--- src/rtl/fpga_link_pkg.sv ---
// Shared definitions for the FPGA-to-FPGA serial link (receive and transmit sides).
package fpga_link_pkg;

  // Receiver control states; the transmit side reuses the same encoding.
  typedef enum logic [2:0] {
    ST_IDLE      = 3'd0,
    ST_START     = 3'd1,
    ST_DATA      = 3'd2,
    ST_STOP      = 3'd3,
    ST_WAIT_IDLE = 3'd4
  } link_state_t;

  // Frame shape: start bit, DATA_BITS data bits LSB first, one stop bit, no parity.
  localparam int   DATA_BITS   = 8;
  localparam logic STOP_LEVEL  = 1'b1;
  localparam logic START_LEVEL = 1'b0;
  localparam logic IDLE_LEVEL  = 1'b1;

endpackage

--- src/rtl/fpga_bit_sync.sv ---
// Two-flop synchronizer bringing the asynchronous serial line into the clock domain.
module fpga_bit_sync #(
  parameter logic RESET_LEVEL = 1'b1
) (
  input  logic clock,
  input  logic reset,
  input  logic async_in,
  output logic sync_out
);

  logic meta;

  // Both flops come out of reset at the line's idle level so no false edge is seen.
  always_ff @(posedge clock) begin
    if (reset) begin
      meta     <= RESET_LEVEL;
      sync_out <= RESET_LEVEL;
    end else begin
      meta     <= async_in;
      sync_out <= meta;
    end
  end

endmodule

--- src/rtl/fpga_serial_receiver.sv ---
// Serial byte receiver: start-bit qualification, mid-bit sampling, stop check and handshake.
module fpga_serial_receiver
  import fpga_link_pkg::*;
#(
  parameter int CLKS_PER_BIT = 16
) (
  input  logic       clock,
  input  logic       reset,
  input  logic       data_in_s,
  input  logic       ack,
  output logic [7:0] data_out,
  output logic       data_ready,
  output logic       framing_error,
  output logic       overrun,
  output logic       busy
);

  localparam int BAUD_W = $clog2(CLKS_PER_BIT) + 1;
  localparam int BIT_W  = $clog2(DATA_BITS);
  localparam logic [BAUD_W-1:0] FULL_LAST = BAUD_W'(CLKS_PER_BIT - 1);
  localparam logic [BAUD_W-1:0] HALF_LAST = BAUD_W'(CLKS_PER_BIT / 2 - 1);
  localparam logic [BIT_W-1:0]  LAST_BIT  = BIT_W'(DATA_BITS - 1);

  link_state_t            state;
  link_state_t            next_state;
  logic                   line;
  logic [BAUD_W-1:0]      baud_cnt;
  logic [BIT_W-1:0]       bit_cnt;
  logic [DATA_BITS-1:0]   shift_reg;
  logic                   baud_clear;
  logic                   bit_clear;
  logic                   shift_en;
  logic                   byte_done;
  logic                   frame_err;

  fpga_bit_sync #(
    .RESET_LEVEL (IDLE_LEVEL)
  ) u_sync (
    .clock    (clock),
    .reset    (reset),
    .async_in (data_in_s),
    .sync_out (line)
  );

  assign busy = (state != ST_IDLE);

  // State register; reset abandons any partial frame.
  always_ff @(posedge clock) begin
    if (reset) begin
      state <= ST_IDLE;
    end else begin
      state <= next_state;
    end
  end

  // Next state plus the per-cycle strobes that steer the counters and outputs.
  always_comb begin
    next_state = state;
    baud_clear = 1'b0;
    bit_clear  = 1'b0;
    shift_en   = 1'b0;
    byte_done  = 1'b0;
    frame_err  = 1'b0;
    case (state)
      ST_IDLE: begin
        baud_clear = 1'b1;
        if (line == START_LEVEL) begin
          bit_clear  = 1'b1;
          next_state = ST_START;
        end
      end
      ST_START: begin
        if (baud_cnt == HALF_LAST) begin
          baud_clear = 1'b1;
          next_state = (line == START_LEVEL) ? ST_DATA : ST_IDLE;
        end
      end
      ST_DATA: begin
        if (baud_cnt == FULL_LAST) begin
          baud_clear = 1'b1;
          shift_en   = 1'b1;
          if (bit_cnt == LAST_BIT) begin
            next_state = ST_STOP;
          end
        end
      end
      ST_STOP: begin
        if (baud_cnt == FULL_LAST) begin
          baud_clear = 1'b1;
          if (line == STOP_LEVEL) begin
            byte_done  = 1'b1;
            next_state = ST_IDLE;
          end else begin
            frame_err  = 1'b1;
            next_state = ST_WAIT_IDLE;
          end
        end
      end
      ST_WAIT_IDLE: begin
        baud_clear = 1'b1;
        if (line == IDLE_LEVEL) begin
          next_state = ST_IDLE;
        end
      end
      default: begin
        next_state = ST_IDLE;
      end
    endcase
  end

  // Baud and bit counters plus the LSB-first shift register (new bits enter at the MSB).
  always_ff @(posedge clock) begin
    if (reset) begin
      baud_cnt  <= '0;
      bit_cnt   <= '0;
      shift_reg <= '0;
    end else begin
      baud_cnt <= baud_clear ? '0 : baud_cnt + BAUD_W'(1);
      if (bit_clear) begin
        bit_cnt <= '0;
      end else if (shift_en) begin
        bit_cnt <= bit_cnt + BIT_W'(1);
      end
      if (shift_en) begin
        shift_reg <= {line, shift_reg[DATA_BITS-1:1]};
      end
    end
  end

  // Consumer-facing flags: ack clears first, then a completed byte may set them again.
  always_ff @(posedge clock) begin
    if (reset) begin
      data_out      <= 8'h00;
      data_ready    <= 1'b0;
      framing_error <= 1'b0;
      overrun       <= 1'b0;
    end else begin
      if (ack) begin
        data_ready <= 1'b0;
        overrun    <= 1'b0;
      end
      if (byte_done) begin
        data_out      <= shift_reg;
        data_ready    <= 1'b1;
        framing_error <= 1'b0;
        if (data_ready && !ack) begin
          overrun <= 1'b1;
        end
      end
      if (frame_err) begin
        framing_error <= 1'b1;
      end
    end
  end

endmodule

--- config.mk ---
export PLATFORM = sky130hd
export DESIGN_NAME = fpga_serial_receiver
export DESIGN_NICKNAME = d
export VERILOG_FILES = /design/src/rtl/fpga_link_pkg.sv /design/src/rtl/fpga_bit_sync.sv /design/src/rtl/fpga_serial_receiver.sv
export SDC_FILE = /design/constraint.sdc
export NUM_CORES = 1
export LEC_CHECK = 0
export ABC_AREA = 1
export BUFFER_PORTS_ARGS = -buffer_cell sky130_fd_sc_hd__buf_2
export CAP_MARGIN = 0
export CORE_MARGIN = 3
export CORE_UTILIZATION = 50
export DETAILED_ROUTE_END_ITERATION = 10
export PLACE_DENSITY = 0.68
export RECOVER_POWER = 25
export SKIP_CTS_REPAIR_TIMING = 1
export SYNTH_ARGS = -nofsm -noshare
export SYNTH_HDL_FRONTEND = slang
export SYNTH_HIERARCHICAL = 1
export SYNTH_SLANG_ARGS = --single-unit
export TNS_END_PERCENT = 1
--- constraint.sdc ---
create_clock -name clock -period 2.6 [get_ports clock]
set_input_delay 0.13 -clock clock [delete_from_list [all_inputs] [get_ports clock]]
set_output_delay 0.13 -clock clock [all_outputs]
set_load 0.02 [all_outputs]
==> summary.txt <==
status -> finished, final reports clean
synth cell count leaders -> 47 x nor2_1, 32 x dfxtp_1, 23 x nand2_1, 17 x o21ai_0, 15 x inv_1
Max Clock Skew -> 0.01564 ns
layout cells sized above 1 -> 10.64%
Area Overhead vs Synth -> 14.40%
FMAX -> 0.5309 GHz
kind of end point of the critical path -> flip-flop
Synth Area in Compound Gates -> 10.77%
slowest stage cell, crit path -> dfxtp_1
overall routed net length -> 2594 um
Max-slew headroom -> 71.07%
routed vias -> 1,118
final hold vios -> 0
Port Buffer Count -> 15
Synth area leader -> dfxtp_1
post-detail-place hpwl -> 1799 um
Synth Area in Simple Gates -> 26.93%
ANT cells -> 0
Worst setup SP type -> flip-flop
Final Max Tran Viols -> 0
H-tree depth -> 2
largest cells by area after synthesis -> dfxtp_1 50%, nor2_1 14%, nand2_1 6.8%
main combinational cell family by area after synthesis -> simple AND/OR/NAND/NOR gates
post-synth top area share -> 50.15%
chip width -> 56.55 um
initial core utilization -> 55.10%
antenna viol nets, final -> 0
gr usage total -> 17.50%
period utilization -> 72.45%
Peak VDD IR -> 746.2 uV
# fillers -> 200
Post-synth EDFFs -> 0
Arr. time, crit path -> 2.16 ns
Hold Path Stages -> 2
Critical Path RT -> 2.87 ns
TritonRoute pass-1 iters -> 4
worst-margin pin slew -> 0.4335 ns
WL per Instance -> 12.01 um
Clk Latency, worst-skew pair -> 0.34 ns
count leader, synth -> nor2_1
GR Overflow Total -> 0
adder-cell share of the synthesized area -> 3.918%
distinct cell type count after synthesis -> 22
sequential area share after synthesis -> 50.15%
Synth Instances -> 165
CP cell instances -> ha_1 > nand2_1 > nor2_1 > ha_1 > nand4_2 > clkinv_1 > nand2_1 > a21oi_1
R2R depth -> 8
slowest stage delay, CP -> 0.37 ns
Final GP Congestion -> 0.9204
post-synthesis mux area share -> 0%
CORE AREA -> 2318 um^2
vias in the first global route -> 991
Top Family by Delay on Critical Path -> simple AND/OR/NAND/NOR gates
Max-cap violations -> 0
CP Depth -> 8
LEAKAGE -> 0.6755 nW
FF/Latch Area -> 640.6 um^2
post-layout min period -> 1.884 ns
iteration-0 DRC count of the detailed router -> 44
Vias/cell -> 5.176
Buf/Inv on CP -> 1
Syn Nets -> 173
area of the multi-input gates -> 558.0 um^2
largest net degree at the start of global routing -> 19
nets@finish -> 195
worst-path fanout max -> 12
CTS tree -> built
Max clock buf depth -> 2
clock root cell -> clkbuf_4
Fin Hold WS -> 0.07051 ns
I/O pin cnt -> 16
Clock Pin Slew Worst Setup and Hold Paths -> 0.11 ns
Power Density -> 751.7 nW/um^2
Final WS setup -> 0.7162 ns
asr flop ratio synth -> 0%
warnings from Yosys -> 6
critical path class -> reg2reg
worst hold path class -> in2reg
Num CTS Buffers -> 5
prevailing post-synth register cell -> dfxtp_1
full die area -> 3197 um^2
setup violators final -> 0
Post-Syn Area -> 1277 um^2
CTS sink cnt -> 32
Mapped Avg Cell Area -> 7.742 um^2
xor-xnor portion of the synthesized cell area -> 2.057%
die height -> 56.55 um
flops & latches, synth -> 32
# DRC -> 0
worst slack, placed -> 0.7472 ns
setup TNS -> 0 ns
initial antenna violation count -> 0
FP Rows -> 17
global-route wire length before repair -> 4291 um
RSZ-0062 raised after global routing -> false
==> per-stage QoR <==
step	util (%)	total power [mW]	std cells	cell area (um^2)
floorplan	-	0.6925	165	1277
global placement	59.36	0.7352	206	1376
detailed placement	59.36	0.7359	206	1376
CTS	62.66	1.100	214	1453
global route	63.03	1.158	216	1461
finish	63.03	1.099	216	1461
==> worst paths after layout <==
path	slack [ns]	end	startpoint
worst max-delay path	0.72	bit_cnt[2]	baud_cnt[0]
worst min-delay path	0.07	overrun	reset
worst max register to register	0.72	bit_cnt[2]	baud_cnt[0]
worst min register to register	0.41	u_sync/sync_out	u_sync/meta
==> final cells by class <==
type | instances | area share [%]
Clock inverter | 2 | 2.397
Multi-Input combinational cell | 113 | 38.18
Tap cell | 28 | 2.397
Sequential cell | 32 | 43.84
Timing Repair Buffer | 17 | 5.736
Inverter | 18 | 4.623
Clock buffer | 6 | 2.825
==> cells in the final DEF (no fill, tap or decap), types with 2 or more instances in the layout <==
cell | synthesis | layout
nand2_1 | 23 | 23
a21oi_1 | 5 | 5
xor2_1 | 2 | 2
clkbuf_4 | 0 | 5
clkbuf_1 | 0 | 10
buf_2 | 0 | 6
nand3_1 | 6 | 6
nor2_1 | 47 | 47
inv_1 | 15 | 15
dfxtp_1 | 32 | 32
dlygate4sd3_1 | 0 | 2
inv_2 | 2 | 2
ha_1 | 4 | 4
o21ai_0 | 17 | 17
==> logic make-up after synthesis <==
kind of cell | Yosys count
compound gates | 25
fa+ha+maj | 4
xor+xnor | 3
flops | 32
buf+inv | 20
simple gates | 81
==> where the power goes <==
part / switching, mW / internal [mW] / total, mW
clock: 0.167 / 0.202 / 0.369
sequential: 0.0309 / 0.512 / 0.543
combinational: 0.123 / 0.0637 / 0.186
total: 0.321 / 0.778 / 1.10
==> layer usage <==
layer | vias to the layer above | routed length (um) | global-route usage, %
li1 | 566 | - | -
met1 | 516 | 1180 | 20.71
met2 | 28 | 1184 | 27.72
met3 | 8 | 174 | 7.356
met4 | 0 | 55 | 7.119
met5 | - | 0 | 0
No activity file was read; power rests on OpenSTA's default activity.
